--- config.mk ---
export PLATFORM = sky130hd
export DESIGN_NAME = sort_result_streamer
export DESIGN_NICKNAME = d
export VERILOG_FILES = /design/src/rtl/sort_pkg.sv /design/src/rtl/sort_order_checker.sv /design/src/rtl/sort_result_streamer.sv
export SDC_FILE = /design/constraint.sdc
export NUM_CORES = 1
export LEC_CHECK = 0
export CORE_UTILIZATION = 51
export DETAILED_ROUTE_END_ITERATION = 10
export PLACE_DENSITY_LB_ADDON = 0.08
export SYNTH_ARGS = -nofsm -noshare
export SYNTH_HDL_FRONTEND = slang
export SYNTH_HIERARCHICAL = 1
export SYNTH_SLANG_ARGS = --single-unit
--- constraint.sdc ---
create_clock -name clk -period 2.9 [get_ports clk]
set_clock_uncertainty 0.05 [all_clocks]
set_input_delay 0.58 -clock clk [delete_from_list [all_inputs] [get_ports clk]]
set_output_delay 0.58 -clock clk [all_outputs]
set_load 0.005 [all_outputs]
--- src/rtl/sort_pkg.sv ---
// Shared definitions for the sorter result streamer: default sizing,
// index width helper and the streamer state encoding.
package sort_pkg;

  localparam int DEF_NUM_VALS = 8;
  localparam int DEF_SIZE     = 8;

  function automatic int idx_w(input int n);
    return $clog2(n);
  endfunction

  typedef enum logic {
    IDLE   = 1'b0,
    STREAM = 1'b1
  } state_e;

endpackage

--- src/rtl/sort_order_checker.sv ---
// On-the-fly sort-order monitor: remembers the previously accepted element and
// raises a sticky flag when an accepted element breaks the requested order.
module sort_order_checker #(
  parameter int SIZE    = 8,
  parameter bit DESCEND = 1'b0
)(
  input  logic            clk,
  input  logic            rst_n,
  input  logic            beat_fire,
  input  logic            first_beat,
  input  logic            clr,
  input  logic [SIZE-1:0] data,
  output logic            order_err
);

  logic [SIZE-1:0] prev_q, prev_d;
  logic            err_q, err_d;
  logic            viol;

  always_comb begin
    viol   = DESCEND ? (data > prev_q) : (data < prev_q);
    prev_d = prev_q;
    err_d  = err_q;
    if (beat_fire) prev_d = data;
    // Flag survives into the first beat of the next frame and drops once that beat is taken.
    if (clr || (beat_fire && first_beat)) err_d = 1'b0;
    else if (beat_fire && viol)           err_d = 1'b1;
  end

  always_ff @(posedge clk or negedge rst_n) begin
    if (!rst_n) begin
      prev_q <= '0;
      err_q  <= 1'b0;
    end else begin
      prev_q <= prev_d;
      err_q  <= err_d;
    end
  end

  assign order_err = err_q;

endmodule

--- src/rtl/sort_result_streamer.sv ---
// Captures one packed frame from the sorter and streams it out element by
// element (index 0 first) on a valid/ready interface, checking order as it goes.
module sort_result_streamer
  import sort_pkg::*;
#(
  parameter int NUM_VALS = DEF_NUM_VALS,
  parameter int SIZE     = DEF_SIZE,
  parameter bit DESCEND  = 1'b0,
  localparam int IDX_W   = idx_w(NUM_VALS)
)(
  input  logic                     clk,
  input  logic                     rst_n,
  input  logic                     in_valid,
  output logic                     in_ready,
  input  logic [NUM_VALS*SIZE-1:0] in_data,
  output logic                     out_valid,
  input  logic                     out_ready,
  output logic [SIZE-1:0]          out_data,
  output logic [IDX_W-1:0]         out_idx,
  output logic                     out_last,
  output logic                     order_err,
  output logic                     busy
);

  state_e                          state_q, state_d;
  logic [NUM_VALS-1:0][SIZE-1:0]   frame_q, frame_d;
  logic [IDX_W-1:0]                idx_q, idx_d;
  logic                            fire, is_last, accept, idle_accept;

  always_comb begin
    state_d     = state_q;
    frame_d     = frame_q;
    idx_d       = idx_q;
    out_valid   = (state_q == STREAM);
    is_last     = (idx_q == IDX_W'(NUM_VALS - 1));
    fire        = out_valid && out_ready;
    in_ready    = rst_n && ((state_q == IDLE) || (fire && is_last));
    accept      = in_valid && in_ready;
    idle_accept = accept && (state_q == IDLE);

    case (state_q)
      IDLE: begin
        if (accept) begin
          frame_d = in_data;
          idx_d   = '0;
          state_d = STREAM;
        end
      end
      STREAM: begin
        if (fire) begin
          if (!is_last) begin
            idx_d = idx_q + IDX_W'(1);
          end else begin
            idx_d = '0;
            // Back-to-back frames reload here without a bubble cycle.
            if (accept) frame_d = in_data;
            else        state_d = IDLE;
          end
        end
      end
      default: state_d = IDLE;
    endcase
  end

  always_ff @(posedge clk or negedge rst_n) begin
    if (!rst_n) begin
      state_q <= IDLE;
      frame_q <= '0;
      idx_q   <= '0;
    end else begin
      state_q <= state_d;
      frame_q <= frame_d;
      idx_q   <= idx_d;
    end
  end

  assign out_data = out_valid ? frame_q[idx_q] : '0;
  assign out_idx  = idx_q;
  assign out_last = out_valid && is_last;
  assign busy     = out_valid;

  sort_order_checker #(
    .SIZE    (SIZE),
    .DESCEND (DESCEND)
  ) u_chk (
    .clk        (clk),
    .rst_n      (rst_n),
    .beat_fire  (fire),
    .first_beat (idx_q == '0),
    .clr        (idle_accept),
    .data       (out_data),
    .order_err  (order_err)
  );

endmodule
==> results.sh, run 1 <==
export IMPL_die_x_microns=87.9
export IMPL_fillers=502
export IMPL_num_rows=30
export IMPL_syn_nets=339
export IMPL_place_hpwl_microns=5530
export IMPL_portBuffers=83
export IMPL_ys_seq_area_share_pct=51.2
export IMPL_cts_tree="built"
export IMPL_drive_gt1_share_pct=32.0
export IMPL_cts_buffer_depth=2
export IMPL_routabilityCongestion=0.806
export IMPL_hold_ws_ps=21.7
export IMPL_hold_viol_final=0
export IMPL_cts_buffers=9
export IMPL_antennaDiodeCount=0
export IMPL_vias=2430
export IMPL_synth_main_ff_cell="dfrtp_1"
export IMPL_clock_power_share_pct=16.1
export IMPL_relSlewSlack_pct=46.1
export IMPL_cp_required_ps=2270
export IMPL_grt_pass1_vias=2474
export IMPL_combPwrFrac_pct=46.0
export IMPL_ys_async_sr_fraction_pct=100
export IMPL_ys_warnings_count=6
export IMPL_drc=0
export IMPL_start_util_pct=54.2
export IMPL_cts_num_sinks=77
export IMPL_core_area_sq_um=6940
export IMPL_fp_dieArea_sq_um=7720
export IMPL_cp_max_fo=8
export IMPL_power_mw=5.07
export IMPL_max_cap_violations=0
export IMPL_drtIter0Drc=114
export IMPL_vias_per_cell=5.34
export IMPL_worstSetupStartpointType="flip-flop"
export IMPL_hold_class="in2async"
export IMPL_wire_per_inst_microns=16.5
export IMPL_synthCells=261
export IMPL_arrival_ps=2180
export IMPL_grt_ovfl_total=0
export IMPL_slew_violations=0
export IMPL_root_buffer="clkbuf_8"
export IMPL_ios=84
export IMPL_finalNetCount=432
export IMPL_tns_ps=0
export IMPL_fin_util_pct=70.7
export IMPL_area_growth_pct=30.6
export IMPL_fmax_mhz=355
export IMPL_status="completed"
export IMPL_die_h_microns=87.9
export IMPL_finalCriticalPeriod_ps=2810
export IMPL_clkLatencyLatePin_ps=350
export IMPL_postCtsHoldBufs=0
export IMPL_p_int_mw=3.42
export IMPL_synth_edff_count=0
export IMPL_detail_route_antenna_nets=0
export IMPL_tightest_slew_ps=809
export IMPL_endpoint_kind="output pin"
export IMPL_worst_slack_ps=86.7
export IMPL_synth_cell_type_count=36
export IMPL_rsz0062_at_grt="false"
export IMPL_dr_pass1_iters=4
export IMPL_ys_ff_latch=77
export IMPL_leakagePower_nw=2.11
export IMPL_grt_pass1_wl_microns=12500
export IMPL_sw_frac_of_total_pct=32.5
export IMPL_power_per_cell_area_nw_per_um2=1030
export IMPL_irDropWorstVdd_uv=459
export IMPL_crit_type="reg2out"
export IMPL_p_switching_mw=1.65
export IMPL_grt_max_degree=67
export IMPL_antenna_found_initial=0
export IMPL_clk_pin_slew_worst_paths_ps=80
export IMPL_power_frac_seq_pct=37.9
export IMPL_cts_htree_levels=3
export IMPL_syn_area_sq_um=3760
export IMPL_wl_microns=7530
export IMPL_grt_usage_pct=21.9
export IMPL_period_share_pct=97.0
export IMPL_report_final_setup_viol=0
export IMPL_dp_slack_ps=260
export IMPL_avgSynthCellArea_sq_um=14.4
cells by family (layout without fill, tap and decap cells):
family | Yosys count | after routing | synth area share [%]
AO/OA/AOI/OAI | 26 | 26 | 5.49
multiplexers | 81 | 81 | 29.9
flip-flops | 77 | 77 | 51.2
adder cells (fa/ha/maj) | 10 | 10 | 3.33
AND/OR/NAND/NOR | 40 | 40 | 4.99
buffers and inverters | 27 | 125 | 5.02
final cells by class:
cell class | instances | area [sq um] | area share (%)
clock buffer | 10 | 138 | 2.80
clock inverter | 6 | 62.6 | 1.27
inverter | 12 | 45.0 | 0.917
multi-input combinational | 157 | 1670 | 33.9
sequential | 77 | 1930 | 39.3
tap | 96 | 120 | 2.45
timing repair buffer | 97 | 950 | 19.3
synthesized netlist by cell type (5+ instances only):
cell type | count | area share [%]
dfrtp_1 | 77 | 51
mux2_2 | 60 | 18
nand2_1 | 28 | 2.8
ha_1 | 10 | 3.3
inv_1 | 10 | 1.0
mux4_1 | 9 | 6.3
buf_6 | 8 | 2.4
a21boi_1 | 7 | 1.4
mux4_2 | 7 | 4.2
mux2_1 | 5 | 1.5
o21ai_0 | 5 | 0.67
layer usage:
metal	global-route usage [%]	vias to the layer above	share of wire (%)
met5	0	-	0
met4	7.45	0	1.6
met3	5.47	11	3.7
met2	33.7	59	47
met1	30.7	1231	48
li1	-	1129	-
registers in the layout, summed over array words and instances (netlist names):
| signal | flops |
|---|---|
| u_chk/prev_q | 8 |
| busy | 1 |
| frame_q | 64 |
| out_idx | 3 |
| u_chk/order_err | 1 |
per-stage QoR:
stage	instance area [sq um]	instances
CTS	4890	453
floorplan	3760	261
finish	4910	455
global route	4910	455
detailed placement	4660	436
global placement	4660	436
power by group through the flow:
stage | Sequential (mW) | Clock, mW | Combinational [mW]
final | 1.92 | 0.816 | 2.33
after global routing | 1.98 | 0.881 | 2.56
after CTS | 1.92 | 0.832 | 2.28
after detailed placement | 1.94 | 0 | 2.23
after global placement | 1.93 | 0 | 2.17
after floorplan | 1.77 | 0 | 1.58
worst paths after layout:
| path | cells past startpoint | from | slack (ps) | endpoint |
|---|---|---|---|---|
| max | 5 | out_idx[0]$_DFFE_PN0P_ | 90 | out_data[3] |
| min | 1 | rst_n | 20 | frame_q[55]$_DFFE_PN0P_ |
| max reg2reg | 9 | out_idx[0]$_DFFE_PN0P_ | 450 | u_chk/order_err$_DFFE_PN0P_ |
| min reg2reg | 1 | frame_q[43]$_DFFE_PN0P_ | 450 | frame_q[43]$_DFFE_PN0P_ |
| max in group asynchronous | 2 | rst_n | 1680 | out_idx[0]$_DFFE_PN0P_ |
| min in group clk | 1 | frame_q[43]$_DFFE_PN0P_ | 450 | frame_q[43]$_DFFE_PN0P_ |
cells in the final DEF (no fill, tap or decap), drive strengths merged, types with 2 or more instances in the layout:
cell,netlist,layout
clkdlybuf4s50,0,82
dfrtp,77,77
mux2,65,65
nand2,28,28
mux4,16,16
buf,14,15
inv,10,10
ha,10,10
clkbuf,1,10
a21boi,9,9
o21ai,8,8
clkinv,2,4
clkinvlp,0,3
nor2,3,3
nor2b,2,2
nand3,2,2
a21oi,2,2
what timing repair did:
item / 4_1_cts / 5_1_grt
cloned: 0 / 0
pin swaps: 1 / 0
resized for setup: 7 / 8
setup endpoints to repair: 9 / 7
setup buffers: 1 / 2
endpoints found under the hold margin: 0 / 0
critical path: stages (launching register included):
cell,delay [ps]
dfrtp_2,480
buf_4,150
mux4_1,560
nand2_1,120
a21boi_2,80
clkdlybuf4s50_1,450
(Power assumes the default switching activity.)
==> run 2, diff against run 1 <==
- TNS_END_PERCENT: not set -> 30
==> results.sh, run 2 (synthesis gave the netlist of run 1 again) <==
export IMPL_combPwrFrac_pct=45.9
export IMPL_relSlewSlack_pct=46.1
export IMPL_place_hpwl_microns=5530
export IMPL_grt_max_degree=67
export IMPL_cts_htree_levels=3
export IMPL_vias=2442
export IMPL_cts_buffer_depth=2
export IMPL_crit_path_end="out_data[6]"
export IMPL_irDropWorstVdd_uv=454
export IMPL_vias_per_cell=5.38
export IMPL_cp_required_ps=2270
export IMPL_placed_area_sq_um=4660
export IMPL_power_frac_seq_pct=38.0
export IMPL_routabilityCongestion=0.806
export IMPL_die_h_microns=87.9
export IMPL_power_mw=5.04
export IMPL_drtIter0Drc=97
export IMPL_rrSetupSlack_ps=440
export IMPL_fmax_mhz=352
export IMPL_hold_class="in2async"
export IMPL_fp_dieArea_sq_um=7720
export IMPL_r2r_start="out_idx[0]$_DFFE_PN0P_"
export IMPL_critical_path_startpoint="out_idx[0]$_DFFE_PN0P_"
export IMPL_core_area_sq_um=6940
export IMPL_rsz0062_at_grt="true"
export IMPL_detail_route_antenna_nets=0
export IMPL_worstSetupStartpointType="flip-flop"
export IMPL_cts_tree="built"
export IMPL_status="completed"
export IMPL_ff_latch_area_sq_um=1930
export IMPL_hold_viol_final=0
export IMPL_multiInputGateArea_sq_um=1670
export IMPL_finalCriticalPeriod_ps=2840
export IMPL_max_cap_violations=0
export IMPL_leakagePower_nw=2.12
export IMPL_p_switching_mw=1.63
export IMPL_start_util_pct=54.2
export IMPL_clk_pin_slew_worst_paths_ps=80
export IMPL_ios=84
export IMPL_drc=0
export IMPL_top_register="frame_q"
export IMPL_grt_pass1_vias=2475
export IMPL_dr_pass1_iters=4
export IMPL_final_cell_mix="clkdlybuf4s50_1 (82), dfrtp_1 (74), mux2_2 (60)"
export IMPL_arrival_ps=2210
export IMPL_root_buffer="clkbuf_8"
export IMPL_worstRegToRegCells=9
export IMPL_wl_microns=7500
export IMPL_slew_violations=0
export IMPL_grt_pass1_wl_microns=12400
export IMPL_cts_num_sinks=77
export IMPL_finalNetCount=431
export IMPL_design_area_sq_um=4910
export IMPL_final_common_cell="clkdlybuf4s50_1"
export IMPL_fillers=501
export IMPL_crit_type="reg2out"
export IMPL_cts_buffers=9
export IMPL_largest_reg_flops=64
export IMPL_endpoint_kind="output pin"
export IMPL_period_share_pct=97.9
export IMPL_cp_max_fo=8
export IMPL_hold_ws_ps=24.4
export IMPL_clock_power_share_pct=16.1
export IMPL_area_growth_pct=30.6
export IMPL_die_x_microns=87.9
export IMPL_antennaDiodeCount=0
export IMPL_antenna_found_initial=0
export IMPL_power_per_cell_area_nw_per_um2=1030
export IMPL_drive_gt1_share_pct=31.3
export IMPL_clkLatencyLatePin_ps=350
export IMPL_sw_frac_of_total_pct=32.4
export IMPL_report_final_setup_viol=0
export IMPL_tightest_slew_ps=809
export IMPL_portBuffers=83
export IMPL_p_int_mw=3.41
export IMPL_num_rows=30
export IMPL_grt_ovfl_total=0
export IMPL_grt_usage_pct=21.8
export IMPL_r2r_end="u_chk/order_err$_DFFE_PN0P_"
export IMPL_wire_per_inst_microns=16.5
==> run 2: cell types whose count changed in the layout (fill, tap and decap cells not counted), sizes merged <==
cell and change:
buf -1
==> run 2: worst min path at each step <==
stage / slack [ps] / depth (start not counted) / end / startpoint
floorplan: 230 / 0 / busy$_DFF_PN0_ / rst_n
global placement: 400 / 1 / busy$_DFF_PN0_ / rst_n
detailed placement: 400 / 1 / busy$_DFF_PN0_ / rst_n
CTS: 10 / 1 / u_chk/prev_q[6]$_DFFE_PN0P_ / rst_n
global route: 10 / 1 / frame_q[55]$_DFFE_PN0P_ / rst_n
finish: 20 / 1 / frame_q[55]$_DFFE_PN0P_ / rst_n
==> run 2: critical path, stage by stage (launching register included) <==
cell             delay, ps
dfrtp_2                480
buf_4                  160
mux4_1                 560
nand2_1                140
a21boi_2                90
clkdlybuf4s50_1        440
==> run 2: power groups by stage <==
stage          sequential [mW]  clock (mW)  combinational (mW)
2_1_floorplan             1.77           0                1.58
3_3_place_gp              1.93           0                2.17
3_5_place_dp              1.94           0                2.23
4_1_cts                   1.92       0.832                2.26
5_1_grt                   1.98       0.881                2.54
6_report                  1.91       0.814                2.31
==> run 2: final cells by class <==
class | instances | area share [%]
sequential | 77 | 39.3
inverter | 12 | 0.917
clock inverter | 6 | 1.27
clock buffer | 10 | 2.80
tap | 96 | 2.45
multi-input combinational | 157 | 34.1
timing repair buffer | 96 | 19.2
==> run 2: per-layer routing <==
metal	wire length, microns	GRT usage (%)
met5	0	0
met4	109	7.45
met3	284	5.47
met2	3530	33.5
met1	3580	30.6
==> run 2: timing repair <==
item                                   CTS  global route
setup endpoints to repair                9             7
hold buffers                             0             0
buffers inserted                         0             2
endpoints found under the hold margin    0             0
pin swaps                                0             1
gates resized for setup                  5             8
==> run 2: per-stage QoR <==
step,util (%),worst slack (ps),TNS (ps),instances
finish,70.7,60.3,0,454
global route,70.7,-40.5,-46.8,454
CTS,70.1,-20.3,-41.8,452
detailed placement,67.1,260,0,436
global placement,67.1,302,0,436
floorplan,-,540,0,261
